<file path="src/rtl/amount_pkg.sv">
// amount_pkg: shared definitions for the amount entry block.
//   state_e           FSM state encoding (2 bits)
//   DigitW            BCD digit width
//   DefaultMaxAmount  default largest accepted amount
//   BinW              width of the binary amount (0..99)
package amount_pkg;

  localparam int unsigned DigitW           = 4;
  localparam int unsigned BinW             = 7;
  localparam int unsigned DefaultMaxAmount = 20;

  typedef enum logic [1:0] {
    StIdle   = 2'd0,
    StEntry  = 2'd1,
    StLocked = 2'd2
  } state_e;

endpackage

</file>
<file path="src/rtl/key_edge_sync.sv">
// key_edge_sync: 2-FF synchroniser followed by a rising-edge detector for one key level.
// Ports:
//   clk    in  system clock
//   rst_n  in  synchronous reset, active-high
//   din    in  asynchronous level from the keypad scanner
//   pulse  out one-cycle pulse when the synchronised level rises
module key_edge_sync (
  input  logic clk,
  input  logic rst_n,
  input  logic din,
  output logic pulse
);

  logic s1_q, s2_q, s3_q;

  always_ff @(posedge clk) begin
    if (rst_n) begin
      s1_q <= 1'b0;
      s2_q <= 1'b0;
      s3_q <= 1'b0;
    end else begin
      s1_q <= din;
      s2_q <= s1_q;
      s3_q <= s2_q;
    end
  end

  // A held level produces one pulse only; it must fall before it can fire again.
  assign pulse = s2_q & ~s3_q;

endmodule

</file>
<file path="src/rtl/amount_entry.sv">
// amount_entry: assembles a 2-digit BCD charge amount from keypad events, validates it
// against MAX_AMOUNT and hands a locked amount plus a ready pulse to the charge controller.
// Ports:
//   clk           in   system clock
//   rst_n         in   synchronous reset, active-high
//   key_value     in   digit 0..9, valid while press_num is high
//   press_num     in   level, digit key held
//   start         in   level, START held
//   clear         in   level, CLEAR held
//   confirm       in   level, CONFIRM held
//   amount_tens   out  BCD tens digit
//   amount_ones   out  BCD ones digit
//   amount_bin    out  binary amount tens*10+ones
//   entry_active  out  FSM in ENTRY
//   amount_locked out  FSM in LOCKED
//   amount_ready  out  one-cycle pulse on ENTRY->LOCKED
//   over_limit    out  last confirm rejected (cleared by digit/clear/start)
//   timeout       out  one-cycle pulse when ENTRY is abandoned for inactivity
module amount_entry
  import amount_pkg::*;
#(
  parameter int unsigned MAX_AMOUNT  = DefaultMaxAmount,
  parameter int unsigned TIMEOUT_CYC = 500_000_000,
  parameter int unsigned TMO_W       = 29
) (
  input  logic              clk,
  input  logic              rst_n,
  input  logic [DigitW-1:0] key_value,
  input  logic              press_num,
  input  logic              start,
  input  logic              clear,
  input  logic              confirm,
  output logic [DigitW-1:0] amount_tens,
  output logic [DigitW-1:0] amount_ones,
  output logic [BinW-1:0]   amount_bin,
  output logic              entry_active,
  output logic              amount_locked,
  output logic              amount_ready,
  output logic              over_limit,
  output logic              timeout
);

  localparam logic [BinW-1:0]  MaxBin  = BinW'(MAX_AMOUNT);
  localparam logic [TMO_W-1:0] TmoLast = TMO_W'(TIMEOUT_CYC - 1);

  // Input synchronisation and event generation
  logic num_ev, start_ev, clear_ev, confirm_ev;
  logic [DigitW-1:0] kv1_q, kv2_q;

  key_edge_sync u_sync_num (.clk(clk), .rst_n(rst_n), .din(press_num), .pulse(num_ev));
  key_edge_sync u_sync_start (.clk(clk), .rst_n(rst_n), .din(start), .pulse(start_ev));
  key_edge_sync u_sync_clear (.clk(clk), .rst_n(rst_n), .din(clear), .pulse(clear_ev));
  key_edge_sync u_sync_confirm (.clk(clk), .rst_n(rst_n), .din(confirm), .pulse(confirm_ev));

  // key_value is stable while press_num is held, so its own 2-FF copy lines up with num_ev.
  always_ff @(posedge clk) begin
    if (rst_n) begin
      kv1_q <= '0;
      kv2_q <= '0;
    end else begin
      kv1_q <= key_value;
      kv2_q <= kv1_q;
    end
  end

  // State
  state_e            state_q, state_d;
  logic [DigitW-1:0] tens_q, tens_d, ones_q, ones_d;
  logic [BinW-1:0]   bin_q, bin_d;
  logic [1:0]        cnt_q, cnt_d;
  logic              over_q, over_d;
  logic              ready_q, ready_d;
  logic              tmo_ev_q, tmo_ev_d;
  logic [TMO_W-1:0]  tmo_q, tmo_d;
  logic              any_ev;

  assign any_ev = num_ev | start_ev | clear_ev | confirm_ev;

  always_comb begin
    state_d  = state_q;
    tens_d   = tens_q;
    ones_d   = ones_q;
    cnt_d    = cnt_q;
    over_d   = over_q;
    ready_d  = 1'b0;
    tmo_ev_d = 1'b0;
    tmo_d    = tmo_q;

    if (clear_ev) begin
      state_d = StIdle;
      tens_d  = '0;
      ones_d  = '0;
      cnt_d   = '0;
      over_d  = 1'b0;
      tmo_d   = '0;
    end else begin
      case (state_q)
        StIdle: begin
          tmo_d = '0;
          if (start_ev) begin
            state_d = StEntry;
            tens_d  = '0;
            ones_d  = '0;
            cnt_d   = '0;
            over_d  = 1'b0;
          end
        end
        StEntry: begin
          tmo_d = any_ev ? '0 : tmo_q + 1'b1;
          if (confirm_ev) begin
            if (bin_q == '0) begin
              // empty entry: nothing to confirm
            end else if (bin_q > MaxBin) begin
              over_d = 1'b1;
              tens_d = '0;
              ones_d = '0;
              cnt_d  = '0;
            end else begin
              state_d = StLocked;
              ready_d = 1'b1;
            end
          end else if (start_ev) begin
            tens_d = '0;
            ones_d = '0;
            cnt_d  = '0;
            over_d = 1'b0;
          end else if (num_ev) begin
            over_d = 1'b0;
            if (cnt_q == 2'd0) begin
              // leading zero is suppressed
              if (kv2_q != '0) begin
                ones_d = kv2_q;
                cnt_d  = 2'd1;
              end
            end else if (cnt_q == 2'd1) begin
              tens_d = ones_q;
              ones_d = kv2_q;
              cnt_d  = 2'd2;
            end
          end else if (tmo_q == TmoLast) begin
            state_d  = StIdle;
            tens_d   = '0;
            ones_d   = '0;
            cnt_d    = '0;
            over_d   = 1'b0;
            tmo_d    = '0;
            tmo_ev_d = 1'b1;
          end
        end
        StLocked: begin
          tmo_d = '0;
        end
        default: begin
          state_d = StIdle;
          tens_d  = '0;
          ones_d  = '0;
          cnt_d   = '0;
          over_d  = 1'b0;
          tmo_d   = '0;
        end
      endcase
    end

    // tens*10 + ones as tens*8 + tens*2 + ones
    bin_d = {tens_d, 3'b000} + {2'b00, tens_d, 1'b0} + {3'b000, ones_d};
  end

  always_ff @(posedge clk) begin
    if (rst_n) begin
      state_q  <= StIdle;
      tens_q   <= '0;
      ones_q   <= '0;
      bin_q    <= '0;
      cnt_q    <= '0;
      over_q   <= 1'b0;
      ready_q  <= 1'b0;
      tmo_ev_q <= 1'b0;
      tmo_q    <= '0;
    end else begin
      state_q  <= state_d;
      tens_q   <= tens_d;
      ones_q   <= ones_d;
      bin_q    <= bin_d;
      cnt_q    <= cnt_d;
      over_q   <= over_d;
      ready_q  <= ready_d;
      tmo_ev_q <= tmo_ev_d;
      tmo_q    <= tmo_d;
    end
  end

  assign amount_tens   = tens_q;
  assign amount_ones   = ones_q;
  assign amount_bin    = bin_q;
  assign entry_active  = (state_q == StEntry);
  assign amount_locked = (state_q == StLocked);
  assign amount_ready  = ready_q;
  assign over_limit    = over_q;
  assign timeout       = tmo_ev_q;

endmodule
</file>
<file path="config.mk">
export PLATFORM = sky130hd
export DESIGN_NAME = amount_entry
export DESIGN_NICKNAME = d
export VERILOG_FILES = /design/src/rtl/amount_pkg.sv /design/src/rtl/key_edge_sync.sv /design/src/rtl/amount_entry.sv
export SDC_FILE = /design/constraint.sdc
export NUM_CORES = 1
export LEC_CHECK = 0
export CORE_MARGIN = 2
export CORE_UTILIZATION = 35
export CTS_CLUSTER_SIZE = 25
export DETAILED_ROUTE_END_ITERATION = 8
export MAX_ROUTING_LAYER = met4
export PLACE_DENSITY_LB_ADDON = 0.1
export SLEW_MARGIN = 20
export SYNTH_ARGS = -nofsm -noshare
export SYNTH_HDL_FRONTEND = slang
export SYNTH_SLANG_ARGS = --single-unit
</file>
<file path="constraint.sdc">
create_clock -name clk -period 3.6 [get_ports clk]
set_clock_uncertainty 0.05 [all_clocks]
set_input_delay 0.36 -clock clk [delete_from_list [all_inputs] [get_ports clk]]
set_output_delay 0.36 -clock clk [all_outputs]
set_load 0.05 [all_outputs]
</file>
==> results.toml <==
[run_status]
outcome = "complete, no violations"

[run]
drv_cap = 0

[die]
initial_core_util = 0.363
die_h_um = 96.6
rows = 33
coreArea_um2 = 8260
die_area_um2 = 9320
io_pins = 30
fp.dieW_um = 96.6

[synth]
syn-num-nets = 347
synth-main-ff-cell = "dfxtp_1"
synth_cells = 327
ys_ff_latch = 70
ys_seq_area_frac = 0.467
synth_top_cell_area_share = 0.467
synth_area_um2 = 3000
synthTopCellsByArea = "dfxtp_1, nor2_1, nor2b_1, xor2_1, ha_1"
synth_cell_type_count = 48
syn_avg_cell_area_um2 = 9.17
async_flop_share = 0
synth_area_leader_cell = "dfxtp_1"
yosysWarnings = 0
synth_edf_count = 0

[clock_tree]
cts_buffers = 9
clock_latency_ns = 0.35
cts.sinks = 70
h-tree-depth = 3
clock_path_buffers = 2
root_buffer = "clkbuf_8"
clk_pin_slew_worst_paths_ns = 0.08
tritoncts = "done"
hold_buffers = 0

[detailed_routing]
wire_per_inst_um = 12.9
vias = 2334
drt-initial-drc-count = 57
wl_mm = 6.27
antenna_left = 0
dr.pass1.iters = 4
viasPerCell = 4.79
drc = 0

[critical_path]
r2r-end = "amount_bin[6]$_SDFF_PP0_"
r2r_start = "tmo_q[20]$_SDFF_PP0_"
critPathKind = "reg -> reg"
cp_max_fo = 4
cp-start-kind = "flip-flop"
critPathLaunch = "tmo_q[20]$_SDFF_PP0_"
cp.arrival_ns = 3.63
endpoint_kind = "flip-flop"
worstPathRequired_ns = 3.78
rrSetupSlack_ns = 0.16
cp-endpoint = "amount_bin[6]$_SDFF_PP0_"
reg2reg_depth = 12

[final_layout]
drive_gt1_frac = 0.141
layout_commonest_cell = "dfxtp_1"
nets = 397
syn_to_final_growth_pct = 24.8
fin_util = 0.453
fill_cells = 817
diodes = 0
mostFrequentLayoutCells = "dfxtp_1, nor2_1, nor2b_1, clkdlybuf4s50_1"
seq_area_um2 = 1400
design_area_um2 = 3740
multi_input_area_um2 = 1570

[placed_design]
portBuffers = 29
placed_cell_area_um2 = 3510
place.gp.congestion = 0.832
hpwl_mm = 4.57

[timing]
fin_crit_sh = 0.956
setup_viol = 0
finalHoldViolations = 0
slew_headroom = 0.489
hold_slack_ns = 0.386
worst_pin_slew_ns = 0.748
timing.final.crit_period_ns = 3.44
finalSetupTns_ns = 0
slew_violations = 0
timing.fmax_ghz = 0.290

[power]
p_leak_nw = 1.41
total_power_mw = 1.41
peakVddDrop_mv = 0.157
powerDensity_nw_per_um2 = 376

[global_route]
grt_overflow = 0
grt_pass1_wl_mm = 10.5
antenna_found_initial = 0
first_global_vias = 2207
groute.usage.overall = 0.153
grt_max_degree = 29

[min_path]
hold_depth = 1
hp-start = "u_sync_num.s1_q$_SDFF_PP0_"
min_path_type = "reg -> reg"
## cell families after synthesis
group	Yosys count	share of synthesized area
AOI/OAI and AO/OA	34	0.0797
xor gates and xnor gates	30	0.0876
adders and majority gates	10	0.0467
buffers and inverters	17	0.0284
DFF	70	0.467
muxes	1	0.00334
and+or+nand+nor	165	0.287
## timing repair
item                       4_1_cts  5_1_grt
setup endpoints to repair        1        2
pin swaps                        2        4
gates cloned                     0        0
resized for setup                4        7
buffers inserted                 1        0
## synthesized netlist by cell type (3+ instances only)
master and number:
nand2_1 19, a22oi_1 4, nor2b_1 33, xor2_1 20, nor4b_1 5, a21o_1 4, inv_1 7, nand4_1 8
dfxtp_1 70, ha_1 8, nand3_1 12, and3_1 7, clkbuf_1 4, nor4_1 3, xnor2_1 10, nor2_1 55
a21oi_1 6, nand2b_1 6, o21ai_0 4, nor3_1 4
## power breakdown
group | total, mW | leakage, nW | switching, mW | internal (mW)
Clock | 0.559 | 0.0776 | 0.310 | 0.249
Sequential | 0.788 | 0.568 | 0.00429 | 0.784
Combinational | 0.0589 | 0.767 | 0.0314 | 0.0275
## stage by stage
stage | cells | setup WS, ns
3_5_place_dp | 470 | -0.00608
3_3_place_gp | 470 | 0.0739
6_report | 487 | 0.157
4_1_cts | 487 | 0.00999
2_1_floorplan | 327 | 0.00594
5_1_grt | 487 | -0.0120
## critical path, cell delays in order (launching register included)
cell     delay [ns]
dfxtp_1        0.35
nor4b_2        0.29
nand4_1        0.16
or4_4          0.60
o21ai_4        0.19
o21ai_1        0.10
nor2b_2        0.18
fa_1           0.52
fa_2           0.37
a21o_1         0.20
a21oi_2        0.14
xnor2_1        0.12
nor2_1         0.05
## per-layer routing
layer	up-vias	GRT usage	wire, µm
met1	1074	0.189	3060
met2	36	0.233	2920
met5	-	-	0
met4	0	0.0810	121
met3	10	0.0334	175
li1	1214	-	-
## layout make-up
| class | instances | share of cell area |
|---|---|---|
| well taps | 105 | 0.0351 |
| clock buffers | 9 | 0.0331 |
| repair buffers | 49 | 0.118 |
| multi-input cells | 240 | 0.419 |
| clock inverters | 7 | 0.0130 |
| inverters | 7 | 0.00702 |
| flip-flops and latches | 70 | 0.375 |
## state kept, by name, indices dropped and copies added, names as in the netlist, 2 cells and up
name         count
amount_bin       6
amount_ones      4
amount_tens      4
cnt_q            2
kv1_q            4
kv2_q            4
state_q          2
tmo_q           29
## worst min path at each step
stage                                               to  slack (ns)
after floorplan                    kv2_q[0]$_SDFF_PP0_        0.36
after global placement    u_sync_clear.s2_q$_SDFF_PP0_        0.37
after detailed placement           kv2_q[0]$_SDFF_PP0_        0.37
after CTS                   u_sync_num.s2_q$_SDFF_PP0_        0.39
after global routing               kv2_q[3]$_SDFF_PP0_        0.41
final                       u_sync_num.s2_q$_SDFF_PP0_        0.39
(Power assumes the default switching activity.)
